--- config.mk ---
export PLATFORM = sky130hd
export DESIGN_NAME = host_cmd_serializer
export DESIGN_NICKNAME = d
export VERILOG_FILES = /design/src/rtl/host_cmd_serializer.sv
export SDC_FILE = /design/constraint.sdc
export NUM_CORES = 1
export LEC_CHECK = 0
export BUFFER_PORTS_ARGS = -buffer_cell sky130_fd_sc_hd__buf_2
export CORE_MARGIN = 2
export CORE_UTILIZATION = 45
export DETAILED_ROUTE_END_ITERATION = 10
export PLACE_DENSITY_LB_ADDON = 0.12
export SLEW_MARGIN = 20
export SYNTH_ARGS = -nofsm -noshare
export SYNTH_HDL_FRONTEND = slang
export SYNTH_SLANG_ARGS = --single-unit
--- constraint.sdc ---
create_clock -name clk -period 2.7 [get_ports clk]
set_clock_uncertainty 0.1 [all_clocks]
set_input_delay 0.27 -clock clk [delete_from_list [all_inputs] [get_ports clk]]
set_output_delay 0.27 -clock clk [all_outputs]
set_load 0.1 [all_outputs]
--- src/rtl/host_cmd_serializer.sv ---
// Frames host commands (AA/BB/CC/DD packets) and shifts them out LSB-first as UART.
// Optional parity bit per byte when HOST_CMD_SERIALIZER_PARITY_EN is defined.
module host_cmd_serializer #(
    parameter int DATA_WIDTH    = 8,
    parameter int ADDRESS_WIDTH = 4,
    parameter int BIT_CNT_W     = 16
) (
    input  logic                     clk,
    input  logic                     reset,
    input  logic                     cmd_valid,
    output logic                     cmd_ready,
    input  logic [1:0]               cmd_type,
    input  logic [ADDRESS_WIDTH-1:0] cmd_addr,
    input  logic [DATA_WIDTH-1:0]    cmd_data,
    input  logic [DATA_WIDTH-1:0]    cmd_opb,
    input  logic [3:0]               cmd_fun,
    input  logic                     par_en,
    input  logic                     par_typ,
    input  logic [BIT_CNT_W-1:0]     bit_period,
    output logic                     tx_line,
    output logic                     busy,
    output logic                     frame_done
);
    localparam int BIT_W = (DATA_WIDTH > 1) ? $clog2(DATA_WIDTH) : 1;

    localparam logic [DATA_WIDTH-1:0] HDR_WR  = DATA_WIDTH'(8'hAA);
    localparam logic [DATA_WIDTH-1:0] HDR_RD  = DATA_WIDTH'(8'hBB);
    localparam logic [DATA_WIDTH-1:0] HDR_AOP = DATA_WIDTH'(8'hCC);
    localparam logic [DATA_WIDTH-1:0] HDR_ANO = DATA_WIDTH'(8'hDD);

    typedef enum logic [2:0] {
        S_IDLE,
        S_START,
        S_DATA,
`ifdef HOST_CMD_SERIALIZER_PARITY_EN
        S_PARITY,
`endif
        S_STOP
    } state_t;

    state_t                   state_q;
    logic [1:0]               type_q;
    logic [ADDRESS_WIDTH-1:0] addr_q;
    logic [DATA_WIDTH-1:0]    data_q;
    logic [DATA_WIDTH-1:0]    opb_q;
    logic [3:0]               fun_q;
    logic [BIT_CNT_W-1:0]     period_q;
    logic [BIT_CNT_W-1:0]     cnt_q;
    logic [BIT_W-1:0]         bit_q;
    logic [1:0]               idx_q;
    logic [DATA_WIDTH-1:0]    cur_q;
    logic [DATA_WIDTH-1:0]    sh_q;
    logic                     tx_q;
    logic                     done_q;
`ifdef HOST_CMD_SERIALIZER_PARITY_EN
    logic                     par_en_q;
    logic                     par_typ_q;
`else
    logic                     unused_par;
    assign unused_par = par_en ^ par_typ;
`endif

    function automatic logic [DATA_WIDTH-1:0] frame_byte(
        input logic [1:0]               typ,
        input logic [1:0]               idx,
        input logic [ADDRESS_WIDTH-1:0] addr,
        input logic [DATA_WIDTH-1:0]    data,
        input logic [DATA_WIDTH-1:0]    opb,
        input logic [3:0]               fun
    );
        logic [DATA_WIDTH-1:0] b;
        b = '0;
        case (typ)
            2'd0: case (idx)
                2'd0:    b = HDR_WR;
                2'd1:    b = DATA_WIDTH'(addr);
                default: b = data;
            endcase
            2'd1: case (idx)
                2'd0:    b = HDR_RD;
                default: b = DATA_WIDTH'(addr);
            endcase
            2'd2: case (idx)
                2'd0:    b = HDR_AOP;
                2'd1:    b = data;
                2'd2:    b = opb;
                default: b = DATA_WIDTH'(fun);
            endcase
            default: case (idx)
                2'd0:    b = HDR_ANO;
                default: b = DATA_WIDTH'(fun);
            endcase
        endcase
        return b;
    endfunction

    function automatic logic [1:0] last_idx(input logic [1:0] typ);
        case (typ)
            2'd0:    return 2'd2;
            2'd2:    return 2'd3;
            default: return 2'd1;
        endcase
    endfunction

    logic                  accept;
    logic [BIT_CNT_W-1:0]  period_d;
    logic [DATA_WIDTH-1:0] next_byte_d;
    logic                  last_d;
    logic                  finish_d;

    assign busy       = (state_q != S_IDLE);
    assign cmd_ready  = !busy && !reset;
    assign accept     = cmd_valid && cmd_ready;
    assign tx_line    = tx_q;
    assign frame_done = done_q;
    assign period_d   = (bit_period == '0) ? BIT_CNT_W'(1) : bit_period;
    assign last_d     = (idx_q == last_idx(type_q));
    assign next_byte_d = frame_byte(type_q, idx_q + 2'd1, addr_q,
                                    data_q, opb_q, fun_q);
    // Last cycle of the final stop bit is spent in IDLE so a new frame can follow gap-free.
    assign finish_d   = last_d && (period_q == BIT_CNT_W'(1));

    always_ff @(posedge clk) begin
        if (reset) begin
            state_q   <= S_IDLE;
            type_q    <= '0;
            addr_q    <= '0;
            data_q    <= '0;
            opb_q     <= '0;
            fun_q     <= '0;
            period_q  <= '0;
            cnt_q     <= '0;
            bit_q     <= '0;
            idx_q     <= '0;
            cur_q     <= '0;
            sh_q      <= '0;
            tx_q      <= 1'b1;
            done_q    <= 1'b0;
`ifdef HOST_CMD_SERIALIZER_PARITY_EN
            par_en_q  <= 1'b0;
            par_typ_q <= 1'b0;
`endif
        end else begin
            done_q <= 1'b0;
            case (state_q)
                S_IDLE: begin
                    if (accept) begin
                        type_q    <= cmd_type;
                        addr_q    <= cmd_addr;
                        data_q    <= cmd_data;
                        opb_q     <= cmd_opb;
                        fun_q     <= cmd_fun;
                        period_q  <= period_d;
                        cnt_q     <= period_d - BIT_CNT_W'(1);
                        idx_q     <= 2'd0;
                        cur_q     <= frame_byte(cmd_type, 2'd0, cmd_addr,
                                                cmd_data, cmd_opb, cmd_fun);
`ifdef HOST_CMD_SERIALIZER_PARITY_EN
                        par_en_q  <= par_en;
                        par_typ_q <= par_typ;
`endif
                        tx_q      <= 1'b0;
                        state_q   <= S_START;
                    end
                end
                S_START: begin
                    if (cnt_q == '0) begin
                        state_q <= S_DATA;
                        tx_q    <= cur_q[0];
                        sh_q    <= cur_q >> 1;
                        bit_q   <= '0;
                        cnt_q   <= period_q - BIT_CNT_W'(1);
                    end else begin
                        cnt_q <= cnt_q - BIT_CNT_W'(1);
                    end
                end
                S_DATA: begin
                    if (cnt_q != '0) begin
                        cnt_q <= cnt_q - BIT_CNT_W'(1);
                    end else if (bit_q != BIT_W'(DATA_WIDTH - 1)) begin
                        bit_q <= bit_q + BIT_W'(1);
                        tx_q  <= sh_q[0];
                        sh_q  <= sh_q >> 1;
                        cnt_q <= period_q - BIT_CNT_W'(1);
`ifdef HOST_CMD_SERIALIZER_PARITY_EN
                    end else if (par_en_q) begin
                        state_q <= S_PARITY;
                        tx_q    <= (^cur_q) ^ par_typ_q;
                        cnt_q   <= period_q - BIT_CNT_W'(1);
`endif
                    end else if (finish_d) begin
                        state_q <= S_IDLE;
                        tx_q    <= 1'b1;
                        done_q  <= 1'b1;
                    end else begin
                        state_q <= S_STOP;
                        tx_q    <= 1'b1;
                        cnt_q   <= period_q - BIT_CNT_W'(1);
                    end
                end
`ifdef HOST_CMD_SERIALIZER_PARITY_EN
                S_PARITY: begin
                    if (cnt_q != '0) begin
                        cnt_q <= cnt_q - BIT_CNT_W'(1);
                    end else if (finish_d) begin
                        state_q <= S_IDLE;
                        tx_q    <= 1'b1;
                        done_q  <= 1'b1;
                    end else begin
                        state_q <= S_STOP;
                        tx_q    <= 1'b1;
                        cnt_q   <= period_q - BIT_CNT_W'(1);
                    end
                end
`endif
                S_STOP: begin
                    if (last_d && cnt_q == BIT_CNT_W'(1)) begin
                        state_q <= S_IDLE;
                        cnt_q   <= '0;
                        done_q  <= 1'b1;
                    end else if (cnt_q == '0) begin
                        state_q <= S_START;
                        tx_q    <= 1'b0;
                        idx_q   <= idx_q + 2'd1;
                        cur_q   <= next_byte_d;
                        cnt_q   <= period_q - BIT_CNT_W'(1);
                    end else begin
                        cnt_q <= cnt_q - BIT_CNT_W'(1);
                    end
                end
                default: begin
                    state_q <= S_IDLE;
                    tx_q    <= 1'b1;
                end
            endcase
        end
    end
endmodule

# == After elaboration in Yosys (flattened, before gate mapping) ==
# Index checks and enable logic that the tools add are counted.
# word_totals
input_bits,47
register_bits,84
out_inout_bits,4
wordCells,115
# classes
n_eq_ne,22
n_addsub,5
n_reduce_logical,23
n_mux,51
# op_table
cell,count
16-bit 2-to-1 mux,7
8-bit 2-to-1 mux,8
16-bit case mux with 4 select lines,1
8-bit case mux with 2 select lines,3
8-bit case mux with 3 select lines,2
"16-bit by 1-bit subtractor with 16-bit output, second input constant",3
"16-bit by 1-bit == test with 1-bit output, second input constant",2
16-bit zero test,2
3-bit 2-to-1 mux,9
7-bit case mux with 3 select lines,1
16-bit nonzero test,1
"2-bit != test, second input constant",7
3-bit case mux with 4 select lines,1
1-bit 2-to-1 mux,10
5-bit AND reduction,2
2-bit 2-to-1 mux,4
2-bit case mux with 2 select lines,2
4-bit AND reduction,2
"2-bit by 1-bit == test with 1-bit output, second input constant",3
"2-bit == test, second input constant",3
"3-bit by 2-bit == test with 1-bit output, second input constant",2
2-bit zero test,3
"3-bit != test, second input constant",2
3-bit case mux with 2 select lines,1
other kinds (15),20

# == Logic depth before layout (Yosys ltp) ==
# depth
depth_word,8
mapped_depth,10
mapped_depth_nobuf,10

# == Least setup slack after synthesis ==
# Ideal clock, no wire load.
# synth_timing
kind,reg2out
from,reg state_q[0]
to,out cmd_ready
arrival_time_ps,2416
path_stages_with_launch,5
setup_slack_ps,-86
t_required_ps,2330
path_buffers,0
path_cell_list,dfxtp_1 -> inv_1 -> ha_1 -> inv_1 -> nor2_1
# synth_via
elab_chain_cells,3
# synth_lines
element,line,source
"start, declared",41,state_t state_q;
"start signal, assigned",125,state_q <= S_IDLE;
"start signal, assigned",163,state_q <= S_START;
"start signal, assigned",168,state_q <= S_DATA;
3-bit nonzero test,111,assign busy = (state_q != S_IDLE);
net busy,21,"output logic busy,"
1-bit zero test,112,assign cmd_ready = !busy && !reset;
1-bit logical AND,112,
"end, declared",11,"output logic cmd_ready,"
# The timed path passes the listed nets, and every way through them passes these cells.

# == Final worst setup path ==
# layout_timing
from,reg period_q[0]
to,reg cnt_q[14]
# layout_via
elab_chain_cells,5
elab_cells_between_ends,11
classes_between,add/sub (1); eq/ne (2); mux (6); reduce/logical (2)
# layout_lines
element,line,source
"start, declared",47,logic [BIT_CNT_W-1:0] period_q;
"start signal, assigned",153,period_q <= period_d;
16-bit by 1-bit subtractor with 16-bit output,--,
16-bit 2-to-1 mux,191,end else if (finish_d) begin
16-bit 2-to-1 mux,180,end else if (bit_q != BIT_W'(DATA_WIDTH - 1)) begin
16-bit 2-to-1 mux,178,if (cnt_q != '0) begin
16-bit case mux with 4 select lines,145,case (state_q)
"end signal, assigned",179,cnt_q <= cnt_q - BIT_CNT_W'(1);
"end signal, assigned",184,cnt_q <= period_q - BIT_CNT_W'(1);
"end signal, assigned",198,cnt_q <= period_q - BIT_CNT_W'(1);
"end, declared",48,logic [BIT_CNT_W-1:0] cnt_q;
# Several ways; a longest one is shown, not always the timed one. The select of a mux whose other input is x is not followed.
# A chain may end at the register's enable or synchronous reset.

==> impl_metrics.env <==
export IMPL_setup_worst_path_class="register to register"
export IMPL_worst_path_setup_slack_after_routing_ns=0.182
export IMPL_routed_wirelength_mm=14.2
export IMPL_ys_seq_elements=82
export IMPL_die_area_um2=12000
export IMPL_post_layout_power_mw=5.59
export IMPL_startpoint_type="register"
export IMPL_place_ws_ns=0.0762
export IMPL_cts_tree="built"
export IMPL_async_reset_ff_frac=0
export IMPL_report_final_slew_viol_count=0
export IMPL_core_area_um2=10900
export IMPL_finalCritPeriodShare=0.933
export IMPL_nFillCells=1068
export IMPL_first_global_vias=4675
export IMPL_timing_fmax_mhz=397
export IMPL_net_switching_power_mw=2.52
export IMPL_cp_required_ns=2.91
export IMPL_number_of_buffers_inserted_by_hold_repair_at_cts=0
export IMPL_p_int_mw=3.06
export IMPL_cts_num_sinks=82
export IMPL_worstHoldPathType="primary input to register"
export IMPL_die_h_um=110
export IMPL_detailed_place_hpwl_mm=10.5
export IMPL_postPlaceCellArea_um2=5600
export IMPL_grt_antenna_before_repair=0
export IMPL_synth_nets=720
export IMPL_fp_row_count=38
export IMPL_setup_tns_final_ns=0
export IMPL_clk_pin_slew_ns=0.08
export IMPL_worst_ir_drop_vdd_mv=0.512
export IMPL_finalSetupViolations=0
export IMPL_syn_warnings=0
export IMPL_n_antenna_cell=0
export IMPL_max_cap_viols=0
export IMPL_tritoncts_num_buffers=9
export IMPL_syn_inst=657
export IMPL_ioPinCount=51
export IMPL_synth_edf_count=0
export IMPL_pwr_share_comb=0.500
export IMPL_drtPass1Iterations=5
export IMPL_cts_max_path_buffers=2
export IMPL_crit_end_category="register"
export IMPL_port_buffer_count=48
export IMPL_critPathMaxFanout=9
export IMPL_swShare=0.452
export IMPL_vias_per_cell=5.80
export IMPL_final_hold_violation_count=0
export IMPL_status="finished clean"
export IMPL_ctsHtreeMaxLevel=3
export IMPL_clk_root_buffer_cell="sky130_fd_sc_hd__clkbuf_8"
export IMPL_insertion_delay_ns=0.37
export IMPL_wl_per_cell_um=16.5
export IMPL_clock_power_share=0.167
export IMPL_detail_route_drc_violations=0
export IMPL_overflow=0
export IMPL_data_arrival_time_at_the_worst_slack_endpoint_ns=2.73
export IMPL_nNetsFinal=782
export IMPL_gp_congestion=0.861
export IMPL_worst_slew_margin_rel=0.552
export IMPL_antenna_left=0
export IMPL_cellLeakagePower_nw=2.23
export IMPL_period_minus_slack_ns=2.52
export IMPL_mappedNetlistArea_um2=5030
export IMPL_synth_flop_cell="sky130_fd_sc_hd__dfxtp_1"
export IMPL_fin_area_um2=5830
export IMPL_syn2layout_area_growth_pct=15.8
export IMPL_die_width_um=110
export IMPL_seq_area_frac_synth=0.326
export IMPL_detailedRoute_firstIterationViolations=410
export IMPL_grtUsageTotal=0.252
export IMPL_grt_max_degree=61
export IMPL_grt_pass1_wl_mm=23.4
export IMPL_utilization=0.535
export IMPL_drive_gt1_frac=0.182
export IMPL_syn_mean_instance_area_um2=7.66
export IMPL_grt_setup_unrepaired="false"
export IMPL_floorplan_initialDensity=0.462
export IMPL_routed_via_count=5012
export IMPL_synthDistinctLibCells=69
export IMPL_power_share_sequential=0.333
export IMPL_worstMarginPinSlew_ns=0.672
export IMPL_p_per_area_nw_per_um2=959
[area by class of cell]
class	count	area (um2)	share of cell area
multi-input combinational	514	3130	0.537
clock buffer	10	138	0.0236
timing repair buffer	97	621	0.106
sequential	82	1640	0.282
clock inverter	6	65.1	0.0112
inverter	15	56.3	0.00966
tap	140	175	0.0301
[sequential cells by signal, summed over array words and instances (netlist names)]
name and count:
type_q 2, addr_q 4, opb_q 8, fun_q 4
period_q 16, tx_line 1, state_q 2, bit_q 3
idx_q 2, cnt_q 16, frame_done 1, data_q 8
sh_q 7, cur_q 8
[synthesized netlist by cell type (3+ instances only)]
cell | instances | area share
sky130_fd_sc_hd__nor2_1 | 28 | 0.021
sky130_fd_sc_hd__or3_1 | 5 | 0.0062
sky130_fd_sc_hd__nand2_1 | 138 | 0.10
sky130_fd_sc_hd__xnor2_1 | 14 | 0.024
sky130_fd_sc_hd__and3_1 | 4 | 0.0050
sky130_fd_sc_hd__a22oi_1 | 3 | 0.0045
sky130_fd_sc_hd__mux2i_1 | 7 | 0.014
sky130_fd_sc_hd__a21oi_1 | 72 | 0.072
sky130_fd_sc_hd__ha_1 | 16 | 0.040
sky130_fd_sc_hd__nand4b_1 | 4 | 0.0070
sky130_fd_sc_hd__nor4_1 | 7 | 0.0087
sky130_fd_sc_hd__a311oi_1 | 10 | 0.017
sky130_fd_sc_hd__nor2b_1 | 6 | 0.0075
sky130_fd_sc_hd__o21ai_0 | 36 | 0.036
sky130_fd_sc_hd__o211ai_1 | 16 | 0.024
sky130_fd_sc_hd__inv_1 | 15 | 0.011
sky130_fd_sc_hd__a32oi_1 | 4 | 0.0070
sky130_fd_sc_hd__xor2_1 | 18 | 0.031
sky130_fd_sc_hd__nor3_1 | 17 | 0.017
sky130_fd_sc_hd__a31oi_1 | 15 | 0.019
sky130_fd_sc_hd__a221oi_1 | 4 | 0.0070
sky130_fd_sc_hd__buf_2 | 9 | 0.0090
sky130_fd_sc_hd__nand3_1 | 9 | 0.0090
sky130_fd_sc_hd__a21boi_0 | 3 | 0.0045
sky130_fd_sc_hd__nand4_1 | 10 | 0.012
sky130_fd_sc_hd__or4_1 | 4 | 0.0060
sky130_fd_sc_hd__dfxtp_1 | 82 | 0.33
sky130_fd_sc_hd__o31ai_1 | 4 | 0.0060
sky130_fd_sc_hd__nand2b_1 | 5 | 0.0062
sky130_fd_sc_hd__a21o_1 | 3 | 0.0045
sky130_fd_sc_hd__clkbuf_1 | 30 | 0.022
sky130_fd_sc_hd__a211oi_1 | 8 | 0.012
sky130_fd_sc_hd__a32o_1 | 3 | 0.0060
sky130_fd_sc_hd__nor3b_1 | 3 | 0.0045
[worst paths after layout]
| kind | from | to | slack [ns] | cells past startpoint |
|---|---|---|---|---|
| hold / removal | cmd_opb[3] | opb_q[3] | 0.03 | 3 |
| setup reg to reg | period_q[0] | cnt_q[14] | 0.18 | 7 |
| hold reg to reg | data_q[7] | data_q[7] | 0.36 | 2 |
| setup / recovery | period_q[0] | cnt_q[14] | 0.18 | 7 |
[power groups by stage]
stage | registers, mW | clock network (mW) | logic, mW
after floorplan | 1.82 | 0 | 1.98
after global placement | 1.86 | 0 | 2.68
after detailed placement | 1.87 | 0 | 2.74
after CTS | 1.85 | 0.955 | 2.75
after global routing | 1.90 | 1.00 | 3.09
final | 1.86 | 0.935 | 2.79
[cell usage in the layout (no fill, tap or decap), types with 3 or more instances in the layout]
| cell type | n |
|---|---|
| sky130_fd_sc_hd__nand2_1 | 138 |
| sky130_fd_sc_hd__dfxtp_1 | 82 |
| sky130_fd_sc_hd__a21oi_1 | 72 |
| sky130_fd_sc_hd__buf_2 | 48 |
| sky130_fd_sc_hd__buf_4 | 48 |
| sky130_fd_sc_hd__o21ai_0 | 36 |
| sky130_fd_sc_hd__nor2_1 | 27 |
| sky130_fd_sc_hd__xor2_1 | 18 |
| sky130_fd_sc_hd__nor3_1 | 17 |
| sky130_fd_sc_hd__o211ai_1 | 16 |
| sky130_fd_sc_hd__ha_1 | 16 |
| sky130_fd_sc_hd__inv_1 | 15 |
| sky130_fd_sc_hd__xnor2_1 | 14 |
| sky130_fd_sc_hd__a31oi_1 | 14 |
| sky130_fd_sc_hd__nand4_1 | 10 |
| sky130_fd_sc_hd__a311oi_1 | 10 |
| sky130_fd_sc_hd__clkbuf_8 | 10 |
| sky130_fd_sc_hd__nand3_1 | 9 |
| sky130_fd_sc_hd__a211oi_1 | 8 |
| sky130_fd_sc_hd__mux2i_1 | 7 |
| sky130_fd_sc_hd__nor2b_1 | 6 |
| sky130_fd_sc_hd__nor4_1 | 5 |
| sky130_fd_sc_hd__or3_1 | 5 |
| sky130_fd_sc_hd__nand2b_1 | 5 |
| sky130_fd_sc_hd__or4_1 | 4 |
| sky130_fd_sc_hd__and3_1 | 4 |
| sky130_fd_sc_hd__o31ai_1 | 4 |
| sky130_fd_sc_hd__nand4b_1 | 4 |
| sky130_fd_sc_hd__a32oi_1 | 4 |
| sky130_fd_sc_hd__a221oi_1 | 4 |
| sky130_fd_sc_hd__nor4_2 | 3 |
| sky130_fd_sc_hd__nor3b_1 | 3 |
| sky130_fd_sc_hd__a21boi_0 | 3 |
| sky130_fd_sc_hd__a32o_1 | 3 |
| sky130_fd_sc_hd__a21o_1 | 3 |
| sky130_fd_sc_hd__a22oi_1 | 3 |
[routing by layer]
| metal | wire length (um) | track usage | up-vias |
|---|---|---|---|
| met1 | 6780 | 0.368 | 2332 |
| met2 | 6210 | 0.371 | 173 |
| met3 | 1010 | 0.0474 | 17 |
| li1 | - | - | 2490 |
| met4 | 211 | 0.0859 | 0 |
| met5 | 0 | 0 | - |
[kinds of logic after synthesis]
logic type | count (synthesis) | synth area share
compound gates | 199 | 0.254
buf+inv | 61 | 0.0555
fa+ha+maj | 16 | 0.0398
mux | 9 | 0.0184
simple gates | 258 | 0.251
xor+xnor | 32 | 0.0557
flops | 82 | 0.326
[critical path, cell delays in order (launching register included)]
cell and delay, ns:
sky130_fd_sc_hd__dfxtp_1 0.43, sky130_fd_sc_hd__ha_1 0.17, sky130_fd_sc_hd__nor4b_1 0.25, sky130_fd_sc_hd__nand2_1 0.15, sky130_fd_sc_hd__or3_4 0.38, sky130_fd_sc_hd__or3_1 0.53
sky130_fd_sc_hd__a31oi_4 0.26, sky130_fd_sc_hd__o221a_1 0.20
[through the flow]
step | std cells | hold WS [ns]
detailed placement | 847 | 0.349
CTS | 863 | 0.0146
floorplan | 657 | 0.306
global placement | 847 | 0.348
finish | 864 | 0.0281
global route | 864 | 0.0215
[what timing repair did]
action	CTS	global route
gates resized for setup	0	3
setup buffers	0	1
endpoints found under the setup margin	0	3
(Power assumes the default switching activity.)
